--- src/rtl/uart_rx_cfg.sv ---
`default_nettype none
// ============================================================================
// uart_rx_cfg : configurable UART receiver (width/parity/stop) with valid/ready
//               output; UART_RX_BREAK_DET_EN enables line-break detection.
// Revision    : 1.0
// ============================================================================
module uart_rx_cfg #(
  parameter int CLK_FREQ    = 50_000_000,
  parameter int BAUD_RATE   = 115_200,
  parameter int DATA_WIDTH  = 8,
  parameter int PARITY_MODE = 1,
  parameter int STOP_BITS   = 1
) (
  input  logic                  clk,
  input  logic                  reset,
  input  logic                  rxd,
  output logic [DATA_WIDTH-1:0] rx_data,
  output logic                  rx_valid,
  input  logic                  rx_ready,
  output logic                  parity_err,
  output logic                  frame_err,
  output logic                  overrun_err,
  output logic                  busy,
  output logic                  break_det
);

  localparam int CPB = CLK_FREQ / BAUD_RATE;
  localparam int CW  = (CPB > 2) ? $clog2(CPB) : 2;
  localparam logic [CW-1:0] C_HALF      = CW'(CPB / 2 - 1);
  localparam logic [CW-1:0] C_LAST      = CW'(CPB - 1);
  localparam logic [CW-1:0] C_ONE       = CW'(1);
  localparam logic [3:0]    C_DW_LAST   = 4'(DATA_WIDTH - 1);
  localparam logic          C_STOP_LAST = (STOP_BITS == 2);

  if (CPB < 4) begin : g_cpb_check
    $error("uart_rx_cfg: CLK_FREQ/BAUD_RATE must be at least 4");
  end
  if (DATA_WIDTH < 5 || DATA_WIDTH > 9) begin : g_width_check
    $error("uart_rx_cfg: DATA_WIDTH must be 5..9");
  end
  if (PARITY_MODE < 0 || PARITY_MODE > 2 || (STOP_BITS != 1 && STOP_BITS != 2)) begin : g_cfg_check
    $error("uart_rx_cfg: illegal PARITY_MODE or STOP_BITS");
  end

  typedef enum logic [2:0] {
    S_IDLE   = 3'd0,
    S_START  = 3'd1,
    S_DATA   = 3'd2,
    S_PARITY = 3'd3,
    S_STOP   = 3'd4
`ifdef UART_RX_BREAK_DET_EN
    , S_BREAK = 3'd5
`endif
  } state_t;

  logic                  sync_q, rxs_q;
  state_t                state_q, state_d;
  logic [CW-1:0]         cnt_q, cnt_d;
  logic [3:0]            bit_cnt_q, bit_cnt_d;
  logic                  stop_cnt_q, stop_cnt_d;
  logic [DATA_WIDTH-1:0] shreg_q, shreg_d;
  logic                  perr_q, perr_d, ferr_q, ferr_d;
  logic                  done_q, done_d;
  logic [DATA_WIDTH-1:0] rx_data_q, rx_data_d;
  logic                  rx_valid_q, rx_valid_d;
  logic                  parity_err_q, parity_err_d;
  logic                  frame_err_q, frame_err_d;
  logic                  overrun_q, overrun_d;
  logic                  busy_q, busy_d;
`ifdef UART_RX_BREAK_DET_EN
  logic                  zero_q, zero_d;
  logic                  break_q, break_d;
`endif

  always_comb begin
    state_d      = state_q;
    cnt_d        = cnt_q;
    bit_cnt_d    = bit_cnt_q;
    stop_cnt_d   = stop_cnt_q;
    shreg_d      = shreg_q;
    perr_d       = perr_q;
    ferr_d       = ferr_q;
    done_d       = 1'b0;
    rx_data_d    = rx_data_q;
    rx_valid_d   = rx_valid_q;
    parity_err_d = parity_err_q;
    frame_err_d  = frame_err_q;
    overrun_d    = 1'b0;
`ifdef UART_RX_BREAK_DET_EN
    zero_d       = zero_q;
    break_d      = 1'b0;
`endif

    case (state_q)
      S_IDLE: begin
        if (!rxs_q) begin
          state_d = S_START;
          cnt_d   = '0;
        end
      end
      S_START: begin
        if (cnt_q == C_HALF) begin
          cnt_d = '0;
          if (!rxs_q) begin
            state_d    = S_DATA;
            bit_cnt_d  = '0;
            stop_cnt_d = 1'b0;
            perr_d     = 1'b0;
            ferr_d     = 1'b0;
`ifdef UART_RX_BREAK_DET_EN
            zero_d     = 1'b1;
`endif
          end else begin
            state_d = S_IDLE;
          end
        end else begin
          cnt_d = cnt_q + C_ONE;
        end
      end
      S_DATA: begin
        if (cnt_q == C_LAST) begin
          cnt_d     = '0;
          shreg_d   = {rxs_q, shreg_q[DATA_WIDTH-1:1]};
          bit_cnt_d = bit_cnt_q + 4'd1;
`ifdef UART_RX_BREAK_DET_EN
          zero_d    = zero_q & ~rxs_q;
`endif
          if (bit_cnt_q == C_DW_LAST) begin
            state_d = (PARITY_MODE != 0) ? S_PARITY : S_STOP;
          end
        end else begin
          cnt_d = cnt_q + C_ONE;
        end
      end
      S_PARITY: begin
        if (cnt_q == C_LAST) begin
          cnt_d   = '0;
          state_d = S_STOP;
          perr_d  = (PARITY_MODE == 2) ? (rxs_q != ~^shreg_q) : (rxs_q != ^shreg_q);
`ifdef UART_RX_BREAK_DET_EN
          zero_d  = zero_q & ~rxs_q;
`endif
        end else begin
          cnt_d = cnt_q + C_ONE;
        end
      end
      S_STOP: begin
        if (cnt_q == C_LAST) begin
          cnt_d = '0;
`ifdef UART_RX_BREAK_DET_EN
          // All-zero frame including the first stop bit: a line break, not data
          if (!stop_cnt_q && zero_q && !rxs_q) begin
            state_d = S_BREAK;
            break_d = 1'b1;
          end else
`endif
          begin
            if (!rxs_q) ferr_d = 1'b1;
            if (stop_cnt_q == C_STOP_LAST) begin
              state_d = S_IDLE;
              done_d  = 1'b1;
            end else begin
              stop_cnt_d = 1'b1;
            end
          end
        end else begin
          cnt_d = cnt_q + C_ONE;
        end
      end
`ifdef UART_RX_BREAK_DET_EN
      S_BREAK: begin
        if (rxs_q) state_d = S_IDLE;
      end
`endif
      default: state_d = S_IDLE;
    endcase

    // Completion runs one cycle after the last stop sample, against the live handshake
    if (done_q) begin
      if (!rx_valid_q || rx_ready) begin
        rx_data_d    = shreg_q;
        parity_err_d = perr_q;
        frame_err_d  = ferr_q;
        rx_valid_d   = 1'b1;
      end else begin
        overrun_d = 1'b1;
      end
    end else if (rx_valid_q && rx_ready) begin
      rx_valid_d = 1'b0;
    end

    busy_d = (state_d == S_START) || (state_d == S_DATA) ||
             (state_d == S_PARITY) || (state_d == S_STOP);
  end

  always_ff @(posedge clk) begin
    if (reset) begin
      sync_q       <= 1'b1;
      rxs_q        <= 1'b1;
      state_q      <= S_IDLE;
      cnt_q        <= '0;
      bit_cnt_q    <= '0;
      stop_cnt_q   <= 1'b0;
      shreg_q      <= '0;
      perr_q       <= 1'b0;
      ferr_q       <= 1'b0;
      done_q       <= 1'b0;
      rx_data_q    <= '0;
      rx_valid_q   <= 1'b0;
      parity_err_q <= 1'b0;
      frame_err_q  <= 1'b0;
      overrun_q    <= 1'b0;
      busy_q       <= 1'b0;
`ifdef UART_RX_BREAK_DET_EN
      zero_q       <= 1'b0;
      break_q      <= 1'b0;
`endif
    end else begin
      sync_q       <= rxd;
      rxs_q        <= sync_q;
      state_q      <= state_d;
      cnt_q        <= cnt_d;
      bit_cnt_q    <= bit_cnt_d;
      stop_cnt_q   <= stop_cnt_d;
      shreg_q      <= shreg_d;
      perr_q       <= perr_d;
      ferr_q       <= ferr_d;
      done_q       <= done_d;
      rx_data_q    <= rx_data_d;
      rx_valid_q   <= rx_valid_d;
      parity_err_q <= parity_err_d;
      frame_err_q  <= frame_err_d;
      overrun_q    <= overrun_d;
      busy_q       <= busy_d;
`ifdef UART_RX_BREAK_DET_EN
      zero_q       <= zero_d;
      break_q      <= break_d;
`endif
    end
  end

  assign rx_data     = rx_data_q;
  assign rx_valid    = rx_valid_q;
  assign parity_err  = parity_err_q;
  assign frame_err   = frame_err_q;
  assign overrun_err = overrun_q;
  assign busy        = busy_q;
`ifdef UART_RX_BREAK_DET_EN
  assign break_det   = break_q;
`else
  assign break_det   = 1'b0;
`endif

endmodule
`default_nettype wire

--- config.mk ---
export PLATFORM = sky130hd
export DESIGN_NAME = uart_rx_cfg
export DESIGN_NICKNAME = d
export VERILOG_FILES = /design/src/rtl/uart_rx_cfg.sv
export SDC_FILE = /design/constraint.sdc
export NUM_CORES = 1
export LEC_CHECK = 0
export ABC_AREA = 1
export CORE_ASPECT_RATIO = 0.8
export CORE_MARGIN = 2
export CORE_UTILIZATION = 45
export CTS_CLUSTER_DIAMETER = 60
export DETAILED_ROUTE_END_ITERATION = 10
export SLEW_MARGIN = 20
export SYNTH_ARGS = -nofsm -noshare
export SYNTH_HDL_FRONTEND = slang
export SYNTH_SLANG_ARGS = --single-unit
--- constraint.sdc ---
create_clock -name clk -period 2.1 [get_ports clk]
set_clock_uncertainty 0.15 [all_clocks]
set_input_delay 0.21 -clock clk [delete_from_list [all_inputs] [get_ports clk]]
set_output_delay 0.21 -clock clk [all_outputs]
set_load 0.02 [all_outputs]
==> flow_metrics.tcl <==
set metrics [dict create \
    required_ns 2.14 \
    layout_commonest_cell "nand2_1" \
    avgSynthCellArea_um2 6.84 \
    multi_input_area_um2 1070 \
    cp-endpoint "bit_cnt_q[3]" \
    drive_gt1_share_pct 13.4 \
    cp.arrival_ns 1.75 \
    dp_hpwl_um 2980 \
    synth_area_um2 2110 \
    cts_sinks 42 \
    syn_to_final_growth_pct 15.1 \
    fin_crit_sh_pct 81.5 \
    final_cell_mix "nand2_1, dfxtp_1, inv_1" \
    synth_ff_type "dfxtp_1" \
    setup.worst_path.start_class "flop" \
    grt_pass1_vias 1670 \
    hold_violations 0 \
    drc 0 \
    synth_cell_type_count 31 \
    drv_cap 0 \
    ys_ff_latch 42 \
    cts_resized 0 \
    rsz0062_at_grt "no" \
    worst_pin_slew_ns 0.622 \
    cts_buffer_depth 2 \
    cp-end-kind "flop" \
    rr_worst_depth 10 \
    drt_pre_antenna_iters 4 \
    synth_nets 317 \
    placementRows 22 \
    gp_congestion 0.842 \
    regToRegStartpoint "cnt_q[0]" \
    synth_edf_count 0 \
    vias 1797 \
    cts.htree.levels 2 \
    postCtsSetupRepairBufs 0 \
    yosysWarnings 0 \
    post-place-ws_ns 0.0422 \
    ioPinCount 18 \
    slowest_delay_ns 0.41 \
    grt_pass1_wl_um 7120 \
    crit_buf_inv 2 \
    fmax_mhz 585 \
    hp-class "reg2reg" \
    crit_top_cell "nand2_1" \
    drt-total-wl_um 4030 \
    reg2reg_to "bit_cnt_q[3]" \
    worst_slack_ns 0.390 \
    clk_pin_slew_ns 0.08 \
    fillCellCount 467 \
    hold_buffers 0 \
    die_y_um 65.3 \
    viasPerCell 4.62 \
    path_max_fanout 18 \
    critPathKind "reg2reg" \
    die_area_um2 5260 \
    fin_tns_setup_ns 0 \
    max_slew_margin_pct 58.5 \
    antenna_left 0 \
    cts_root_buf "clkbuf_8" \
    io_buffer_count 16 \
    die_x_um 80.6 \
    wl_per_cell_um 10.4 \
    path_depth 10 \
    synthCells 309 \
    grt_usage_pct 17.2 \
    synthArstFlopShare_pct 0 \
    overflow 0 \
    initial_core_util_pct 46.5 \
    seq_area_frac_synth_pct 39.8 \
    finalMaxSlewViolations 0 \
    nets 336 \
    clk_latency_ns 0.29 \
    utilization_pct 53.5 \
    diodes 0 \
    leakage_uw 0.00106 \
    path_cells "ha_1 -> nand2_1 -> nor2_2 -> nand3_4 -> inv_2 -> nor2_4 -> clkinv_4 -> nand3_1 -> nand2_1 -> nor2_1" \
    cellPowerDensity_nw_per_um2 586 \
    cts_buffers 5 \
    ir_drop_v 0.000471 \
    drtIter0Drc 59 \
    finalSetupViolCount 0 \
    grt_max_degree 26 \
    regArea_um2 841 \
    core-area_um2 4540 \
    cpLargestDelayFamily "simple AND/OR/NAND/NOR gates" \
    cp_slowest_cell "dfxtp_1" \
    antenna_found_initial 0 \
    startpoint "cnt_q[0]" \
    tritoncts "done" \
    status "finished clean" \
    period_needed_ns 1.71 \
    r2r_slack_ns 0.39 \
]
## state kept, by name (all words and copies together), names as in the netlist
signal and count:
parity_err 1, busy 1, rxs_q 1, overrun_err 1, rx_data 8, shreg_q 8
bit_cnt_q 4, frame_err 1, rx_valid 1, perr_q 1, sync_q 1, done_q 1
ferr_q 1, state_q 3, cnt_q 9
## power breakdown
group          internal [µW]  switching, µW  total [µW]
registers                801           4.65         806
clock network            264            275         539
logic                   28.4           51.4        79.9
## cell usage after synthesis, types with 2 or more instances
cell type  count  area [µm²]
nand2_1       81         304
dfxtp_1       42         841
inv_1         37         139
nor2_1        31         116
a21oi_1       26         130
o21ai_0       18        90.1
nand3_1       13        65.1
o21ai_1        8        40.0
nand2_2        7        43.8
nor2_2         7        43.8
inv_2          6        22.5
ha_1           4        50.1
clkbuf_1       3        11.3
nand2_4        3        33.8
nor3_1         3        15.0
buf_2          2        10.0
nand4_1        2        12.5
nor2_4         2        22.5
or2_2          2        12.5
## per-stage QoR
step                instances  instance area [µm²]  total power, µW  hold slack, ns
detailed placement        381                 2330              906           0.243
finish                    389                 2430             1420           0.262
CTS                       389                 2430             1450           0.264
floorplan                 309                 2110              883           0.164
global placement          381                 2330              906           0.241
global route              389                 2430             1500           0.270
## worst min path at each step
stage | startpoint | end | slack [ns] | depth (start not counted)
floorplan | rxd | sync_q | 0.16 | 1
global placement | sync_q | rxs_q | 0.24 | 1
detailed placement | sync_q | rxs_q | 0.24 | 1
CTS | sync_q | rxs_q | 0.26 | 1
global route | sync_q | rxs_q | 0.27 | 1
finish | sync_q | rxs_q | 0.26 | 1
## area by class of cell
cell class,count,share of cell area (%)
flip-flops and latches,42,34.6
clock buffers,6,3.40
multi-input cells,216,43.8
inverters,45,7.36
clock inverters,2,0.515
well taps,60,3.09
repair buffers,18,7.21
## kinds of logic after synthesis
logic type | count (synthesis) | share of synthesized area [%]
AOI/OAI and AO/OA | 57 | 14.6
other | 1 | 0.178
adders and majority gates | 4 | 2.37
DFF | 42 | 39.8
buffers and inverters | 51 | 9.83
and+or+nand+nor | 154 | 33.2
## routing by layer
| layer | vias up | share of wire (%) | global-route usage, % |
|---|---|---|---|
| met5 | - | 0 | 0 |
| met4 | 0 | 0.77 | 4.45 |
| met3 | 5 | 4.3 | 4.53 |
| met2 | 29 | 39 | 26.5 |
| met1 | 762 | 56 | 24.1 |
| li1 | 1001 | - | - |
## worst reg2reg max path: cells and delay by family (launching register included)
family                   cells  cell delay, ns
flip-flops                   1            0.41
AND/OR/NAND/NOR              7            0.69
buffers and inverters        2            0.20
adder cells (fa/ha/maj)      1            0.17
Note: power is estimated with default switching activity, not from simulation.
